File: src/rtl/instr_prefetch_queue_if.sv
// instr_prefetch_queue_if: groups the ROM read port and the decode-side valid/ready port of the prefetch queue.
// Latency: none (wires only).
// Backpressure: instr_ready from the slave (decode) holds the head; the ROM side has no backpressure.
// Signals: rom_addr/rom_q ROM port; instr_valid/instr_ready/instr_out/instr_pc decode handshake.
// Modports: master = prefetch queue, slave = ROM + decode side.
interface instr_prefetch_queue_if #(
  parameter int ADDR_W = 5,
  parameter int DATA_W = 16
);
  logic [ADDR_W-1:0] rom_addr;
  logic [DATA_W-1:0] rom_q;
  logic              instr_valid;
  logic              instr_ready;
  logic [DATA_W-1:0] instr_out;
  logic [15:0]       instr_pc;

  modport master (
    output rom_addr,
    input  rom_q,
    output instr_valid,
    input  instr_ready,
    output instr_out,
    output instr_pc
  );

  modport slave (
    input  rom_addr,
    output rom_q,
    input  instr_valid,
    output instr_ready,
    input  instr_out,
    input  instr_pc
  );
endinterface

File: src/rtl/instr_prefetch_queue.sv
// instr_prefetch_queue: fetch stage streaming ROM words, tagged with their fetch PC, into a DEPTH-entry queue.
// Latency: first word valid 2 cycles after fetch_en, 3 cycles after redirect; 1 word/cycle at steady state.
// Backpressure: instr_ready low fills the queue; reads are gated on count+inflight<DEPTH so no word is lost.
// Ports: Clock, Resetn (async, active-low); fetch_en run enable; redirect/redirect_pc flush and restart;
//   bus (master modport): rom_addr/rom_q ROM port, instr_valid/instr_ready/instr_out/instr_pc decode port;
//   count/empty/full occupancy. Macro PREFETCH_STATS_EN adds fetch_cnt/flush_cnt saturating counters.
module instr_prefetch_queue #(
  parameter int          ADDR_W   = 5,
  parameter int          DATA_W   = 16,
  parameter int          DEPTH    = 4,
  parameter logic [15:0] PC_RESET = 16'h0000
) (
  input  logic                     Clock,
  input  logic                     Resetn,
  input  logic                     fetch_en,
  input  logic                     redirect,
  input  logic [15:0]              redirect_pc,
  instr_prefetch_queue_if.master   bus,
  output logic [$clog2(DEPTH):0]   count,
  output logic                     empty,
  output logic                     full
`ifdef PREFETCH_STATS_EN
  ,
  output logic [15:0]              fetch_cnt,
  output logic [15:0]              flush_cnt
`endif
);

  localparam int PTR_W = $clog2(DEPTH);
  localparam int CNT_W = PTR_W + 1;
  localparam logic [CNT_W-1:0] DEPTH_C = CNT_W'(DEPTH);

  typedef enum logic [1:0] {
    S_IDLE  = 2'd0,
    S_RUN   = 2'd1,
    S_FLUSH = 2'd2
  } state_t;

  state_t            state;
  logic [15:0]       fpc;
  logic [15:0]       tag_pc;
  logic [ADDR_W-1:0] rom_addr_q;
  logic              inflight;
  logic [DATA_W-1:0] mem_dat [DEPTH];
  logic [15:0]       mem_pc  [DEPTH];
  logic [PTR_W-1:0]  wr_ptr;
  logic [PTR_W-1:0]  rd_ptr;

  logic credit_ok;
  logic issue;
  logic push;
  logic pop;
  logic valid_w;

  assign empty = (count == '0);
  assign full  = (count == DEPTH_C);

  // A slot is reserved for the read in flight, so a full queue never receives a push.
  assign credit_ok = (count + CNT_W'(inflight)) < DEPTH_C;

  // Issue is gated by fetch_en directly rather than the registered state, so the first
  // read leaves on the same edge that enters S_RUN (or leaves S_FLUSH).
  assign issue = fetch_en && !redirect && credit_ok;

  // The word returning in a redirect cycle belongs to the old path and is dropped.
  assign push    = inflight && !redirect;
  assign valid_w = !empty && (state != S_FLUSH) && !redirect;
  assign pop     = valid_w && bus.instr_ready;

  assign bus.rom_addr    = rom_addr_q;
  assign bus.instr_valid = valid_w;
  assign bus.instr_out   = mem_dat[rd_ptr];
  assign bus.instr_pc    = mem_pc[rd_ptr];

  always_ff @(posedge Clock or negedge Resetn) begin
    if (!Resetn) begin
      state      <= S_IDLE;
      fpc        <= PC_RESET;
      tag_pc     <= '0;
      rom_addr_q <= PC_RESET[ADDR_W-1:0];
      inflight   <= 1'b0;
      wr_ptr     <= '0;
      rd_ptr     <= '0;
      count      <= '0;
      for (int i = 0; i < DEPTH; i++) begin
        mem_dat[i] <= '0;
        mem_pc[i]  <= '0;
      end
    end else if (redirect) begin
      // Flush wins over pop, push and issue; rom_addr keeps its last value.
      state    <= S_FLUSH;
      fpc      <= redirect_pc;
      inflight <= 1'b0;
      wr_ptr   <= '0;
      rd_ptr   <= '0;
      count    <= '0;
    end else begin
      case (state)
        S_IDLE:  if (fetch_en)  state <= S_RUN;
        S_RUN:   if (!fetch_en) state <= S_IDLE;
        S_FLUSH: state <= fetch_en ? S_RUN : S_IDLE;
        default: state <= S_IDLE;
      endcase

      if (issue) begin
        rom_addr_q <= fpc[ADDR_W-1:0];
        tag_pc     <= fpc;
        fpc        <= fpc + 16'd1;
      end
      // One read in flight at most; it lands the next cycle, so inflight simply tracks issue.
      inflight <= issue;

      if (push) begin
        mem_dat[wr_ptr] <= bus.rom_q;
        mem_pc[wr_ptr]  <= tag_pc;
        wr_ptr          <= wr_ptr + PTR_W'(1);
      end
      if (pop) begin
        rd_ptr <= rd_ptr + PTR_W'(1);
      end

      case ({push, pop})
        2'b10:   count <= count + CNT_W'(1);
        2'b01:   count <= count - CNT_W'(1);
        default: count <= count;
      endcase
    end
  end

`ifdef PREFETCH_STATS_EN
  always_ff @(posedge Clock or negedge Resetn) begin
    if (!Resetn) begin
      fetch_cnt <= '0;
      flush_cnt <= '0;
    end else begin
      if (push && (fetch_cnt != 16'hFFFF)) begin
        fetch_cnt <= fetch_cnt + 16'd1;
      end
      if (redirect && (flush_cnt != 16'hFFFF)) begin
        flush_cnt <= flush_cnt + 16'd1;
      end
    end
  end
`endif

endmodule

File: src/flat_wrapper.sv
// flat-port wrapper written by rule: the top's interface ports become plain ports
module instr_prefetch_queue_flat 
#(
  parameter int          ADDR_W   = 5,
  parameter int          DATA_W   = 16,
  parameter int          DEPTH    = 4,
  parameter logic [15:0] PC_RESET = 16'h0000
)
  (Clock, Resetn, fetch_en, redirect, redirect_pc, count, empty, full, bus_rom_addr, bus_rom_q, bus_instr_valid, bus_instr_ready, bus_instr_out, bus_instr_pc);
  instr_prefetch_queue_if #(.ADDR_W(ADDR_W), .DATA_W(DATA_W)) bus_i ();
  input  logic Clock;
  input  logic Resetn;
  input  logic fetch_en;
  input  logic redirect;
  input  logic [15:0] redirect_pc;
  output logic [$clog2(DEPTH):0] count;
  output logic empty;
  output logic full;
  output wire logic [$bits(bus_i.rom_addr)-1:0] bus_rom_addr;
  input wire logic [$bits(bus_i.rom_q)-1:0] bus_rom_q;
  output wire logic [$bits(bus_i.instr_valid)-1:0] bus_instr_valid;
  input wire logic [$bits(bus_i.instr_ready)-1:0] bus_instr_ready;
  output wire logic [$bits(bus_i.instr_out)-1:0] bus_instr_out;
  output wire logic [$bits(bus_i.instr_pc)-1:0] bus_instr_pc;
  assign bus_rom_addr = bus_i.rom_addr;
  assign bus_i.rom_q = bus_rom_q;
  assign bus_instr_valid = bus_i.instr_valid;
  assign bus_i.instr_ready = bus_instr_ready;
  assign bus_instr_out = bus_i.instr_out;
  assign bus_instr_pc = bus_i.instr_pc;
  instr_prefetch_queue #(.ADDR_W(ADDR_W), .DATA_W(DATA_W), .DEPTH(DEPTH), .PC_RESET(PC_RESET)) u_core (.Clock(Clock), .Resetn(Resetn), .fetch_en(fetch_en), .redirect(redirect), .redirect_pc(redirect_pc), .bus(bus_i), .count(count), .empty(empty), .full(full));
endmodule
File: config.mk
export PLATFORM = sky130hd
export DESIGN_NAME = instr_prefetch_queue_flat
export DESIGN_NICKNAME = d
export VERILOG_FILES = /design/src/rtl/instr_prefetch_queue_if.sv /design/src/rtl/instr_prefetch_queue.sv /design/src/flat_wrapper.sv
export SDC_FILE = /design/constraint.sdc
export NUM_CORES = 1
export LEC_CHECK = 0
export CAP_MARGIN = 20
export CORE_MARGIN = 1.5
export CORE_UTILIZATION = 30
export CTS_BUF_LIST = sky130_fd_sc_hd__clkbuf_8
export DETAILED_ROUTE_END_ITERATION = 12
export PLACE_DENSITY = 0.55
export SYNTH_ARGS = -nofsm -noshare
export SYNTH_HDL_FRONTEND = slang
export SYNTH_SLANG_ARGS = --single-unit
File: constraint.sdc
create_clock -name Clock -period 2.51 [get_ports Clock]
set_input_delay 0.502 -clock Clock [delete_from_list [all_inputs] [get_ports Clock]]
set_output_delay 0.502 -clock Clock [all_outputs]
set_load 0.03 [all_outputs]
==> flow_metrics.tcl <==
set metrics [dict create \
    status "finished clean" \
    yosys_register_bits 170 \
    synth_top_cell_area_share_pct 54.7 \
    grt.met2_usage_pct 23.1 \
    setup.worst_path.end_class "output port" \
    grt_pass1_wl_um 27800 \
    clockRootBuffer "clkbuf_8" \
    final.min_clock_period_ns 2.40 \
    total_leakage_power_nw 4.25 \
    grt.met1_usage_pct 17.4 \
    synthesis.nets 564 \
    clock_skew_ns 0.0181 \
    gr-max-usage-layer "met2" \
    worst_slew_pin_slew_ns 0.586 \
    critPathRequiredTime_ns 2.01 \
    power_per_cell_area_mw_per_mm2 831 \
    antenna_left 0 \
    finalHoldViolations 0 \
    syn-instance-count 521 \
    n_fill_cell 2381 \
    portBuffers 79 \
    slew-limit-headroom_pct 60.2 \
    synthesis.yosys.warnings 0 \
    met3_usage_pct 2.93 \
    cts_htree_levels 4 \
    synth.lib_cells_used.distinct 51 \
    rsz0062_at_grt "no" \
    final_util_pct 37.9 \
    fmax_mhz 416 \
    area_leader_netlist "dfrtp_1" \
    area_added_between_synthesis_and_finish_pct 23.5 \
    core_area_mm2 0.0253 \
    detail_route.iter0.violations 250 \
    drc 0 \
    num_vias 4690 \
    die_h_um 164 \
    syn_area_mm2 0.00778 \
    timing.final.setup_violations 0 \
    setup_tns_ns 0 \
    ys_async_sr_fraction_pct 100 \
    grt_antenna_before_repair 0 \
    timing_worst_setup_path_type "flop to output port" \
    sequential_cell_area_mm2 0.00426 \
    final-instance-count-excl-fill 950 \
    avgSynthCellArea_um2 14.9 \
    first_global_vias 5032 \
    max-cap-violations 0 \
    insertion_delay_ns 0.46 \
    worst_hold_slack_ns 0.508 \
    die_x_um 164 \
    finish.net_count 650 \
    std_cell_rows 58 \
    wl_per_cell_um 18.3 \
    detailed_place_hpwl_um 11900 \
    totalWireLength_um 17400 \
    timing.final.max_slew_violations 0 \
    initial_utilization_pct 30.7 \
    hold_path_class "flop to flop" \
    post-synth-top-count-cell "dfrtp_1" \
    viasPerCell 4.94 \
    routabilityCongestion 0.763 \
    irDropWorstVdd_mv 0.324 \
    seq_area_frac_synth_pct 54.7 \
    worst_setup_hold_path_clk_slew_ns 0.09 \
    clockBufferDepth 2 \
    pin_count_of_the_biggest_net_entering_global_routing 58 \
    grt_overflow_total 0 \
    ys_dominant_reg_cell "dfrtp_1" \
    path_max_fanout 19 \
    first_pass_iters 4 \
    cts_tree "done" \
    cts-buffers-inserted 17 \
    number_of_placed_instances_taps_included 915 \
    drive_gt1_share_pct 45.5 \
    numClockSinks 170 \
    synth_area_leaders "dfrtp_1, mux2_2, mux4_2" \
    edff_count_synth 0 \
    worst-endpoint-arrival_ns 1.90 \
    grt_util_all_layers_pct 13.7 \
    io_pins 80 \
    synth.cells.most_frequent "dfrtp_1, mux2_2, mux4_2" \
    critical_path.startpoint_type "flop" \
    floorplan.die_area_mm2 0.0269 \
    period_utilization_post_route_pct 95.7 \
    multi_input_area_mm2 0.00330 \
    antenna_cells 0 \
]
[report_power, final]
part	switching, mW	leakage (nW)	internal, mW
Clock	1.04	0.216	1.10
Combinational	0.984	1.84	1.23
Sequential	0.354	2.19	3.27
[logic make-up after synthesis]
| logic type | synth area share, % |
|---|---|
| buffers and inverters | 3.02 |
| AND/OR/NAND/NOR | 6.06 |
| XOR/XNOR | 0.563 |
| AO/OA/AOI/OAI | 2.89 |
| multiplexers | 31.7 |
| adder cells (fa/ha/maj) | 1.06 |
| flip-flops | 54.7 |
[registers in the layout, summed over array words and instances (netlist names)]
register,cells
u_core.mem_dat,64
u_core.mem_pc,64
u_core.fpc,16
u_core.tag_pc,12
u_core.bus.rom_addr,4
u_core.count,3
u_core.rd_ptr,2
u_core.state,2
u_core.wr_ptr,2
u_core.inflight,1
[final timing paths]
path	from	endpoint	slack [ns]	depth (start not counted)
min	u_core.mem_pc[3]	u_core.mem_pc[3]	0.51	1
min reg2reg	u_core.mem_pc[3]	u_core.mem_pc[3]	0.51	1
max	u_core.rd_ptr[0]	bus_instr_out[2]	0.11	3
max reg2reg	u_core.count[0]	u_core.count[2]	0.35	7
max in group asynchronous	Resetn	u_core.rd_ptr[0]	1.26	3
min in group asynchronous	Resetn	u_core.mem_dat[52]	0.54	2
[per-stage QoR]
step | power, mW | instance area, um2 | worst slack (ns)
global route | 8.41 | 9610 | 0.0367
detailed placement | 5.94 | 9140 | -0.0562
finish | 7.99 | 9610 | 0.109
global placement | 5.84 | 9140 | 0.0401
CTS | 8.11 | 9610 | 0.0211
floorplan | 4.91 | 7790 | 0.0958
[metal layers]
metal | routed length [um] | vias to the layer above
met5 | 0 | -
met4 | 247 | 0
met3 | 700 | 20
met2 | 8740 | 118
met1 | 7730 | 2449
li1 | - | 2103
[worst max-delay path, cell delays in order, from the launching register on]
cell and delay [ns]:
dfrtp_2 0.45, buf_12 0.23, mux4_2 0.57, buf_4 0.19
[final cells by class]
class                   count  share of cell area, %
clock buffers              17                   2.44
clock inverters            15                   2.20
inverters                   6                  0.234
multi-input cells         305                   34.3
flip-flops and latches    170                   44.3
well taps                 330                   4.30
repair buffers            107                   12.2
[cells in the final DEF (no fill, tap or decap), types with 5 or more instances in the layout]
cell / n
nor2b_1: 7
clkbuf_8: 17
nor4_1: 5
mux4_2: 32
dfrtp_1: 168
mux2_2: 138
nand2_1: 24
mux2i_1: 6
xnor2_1: 5
nor2_1: 9
clkdlybuf4s50_1: 44
inv_1: 5
mux2_4: 8
ha_1: 5
buf_4: 40
buf_12: 20
nand3_1: 5
[what timing repair did]
item                                    CTS  global route
resized for setup                         1             1
endpoints found under the hold margin    42             0
endpoints found under the setup margin   27             1
setup buffers                             2             0
hold buffers                              1             0
Power figures use the tool's default switching activity.
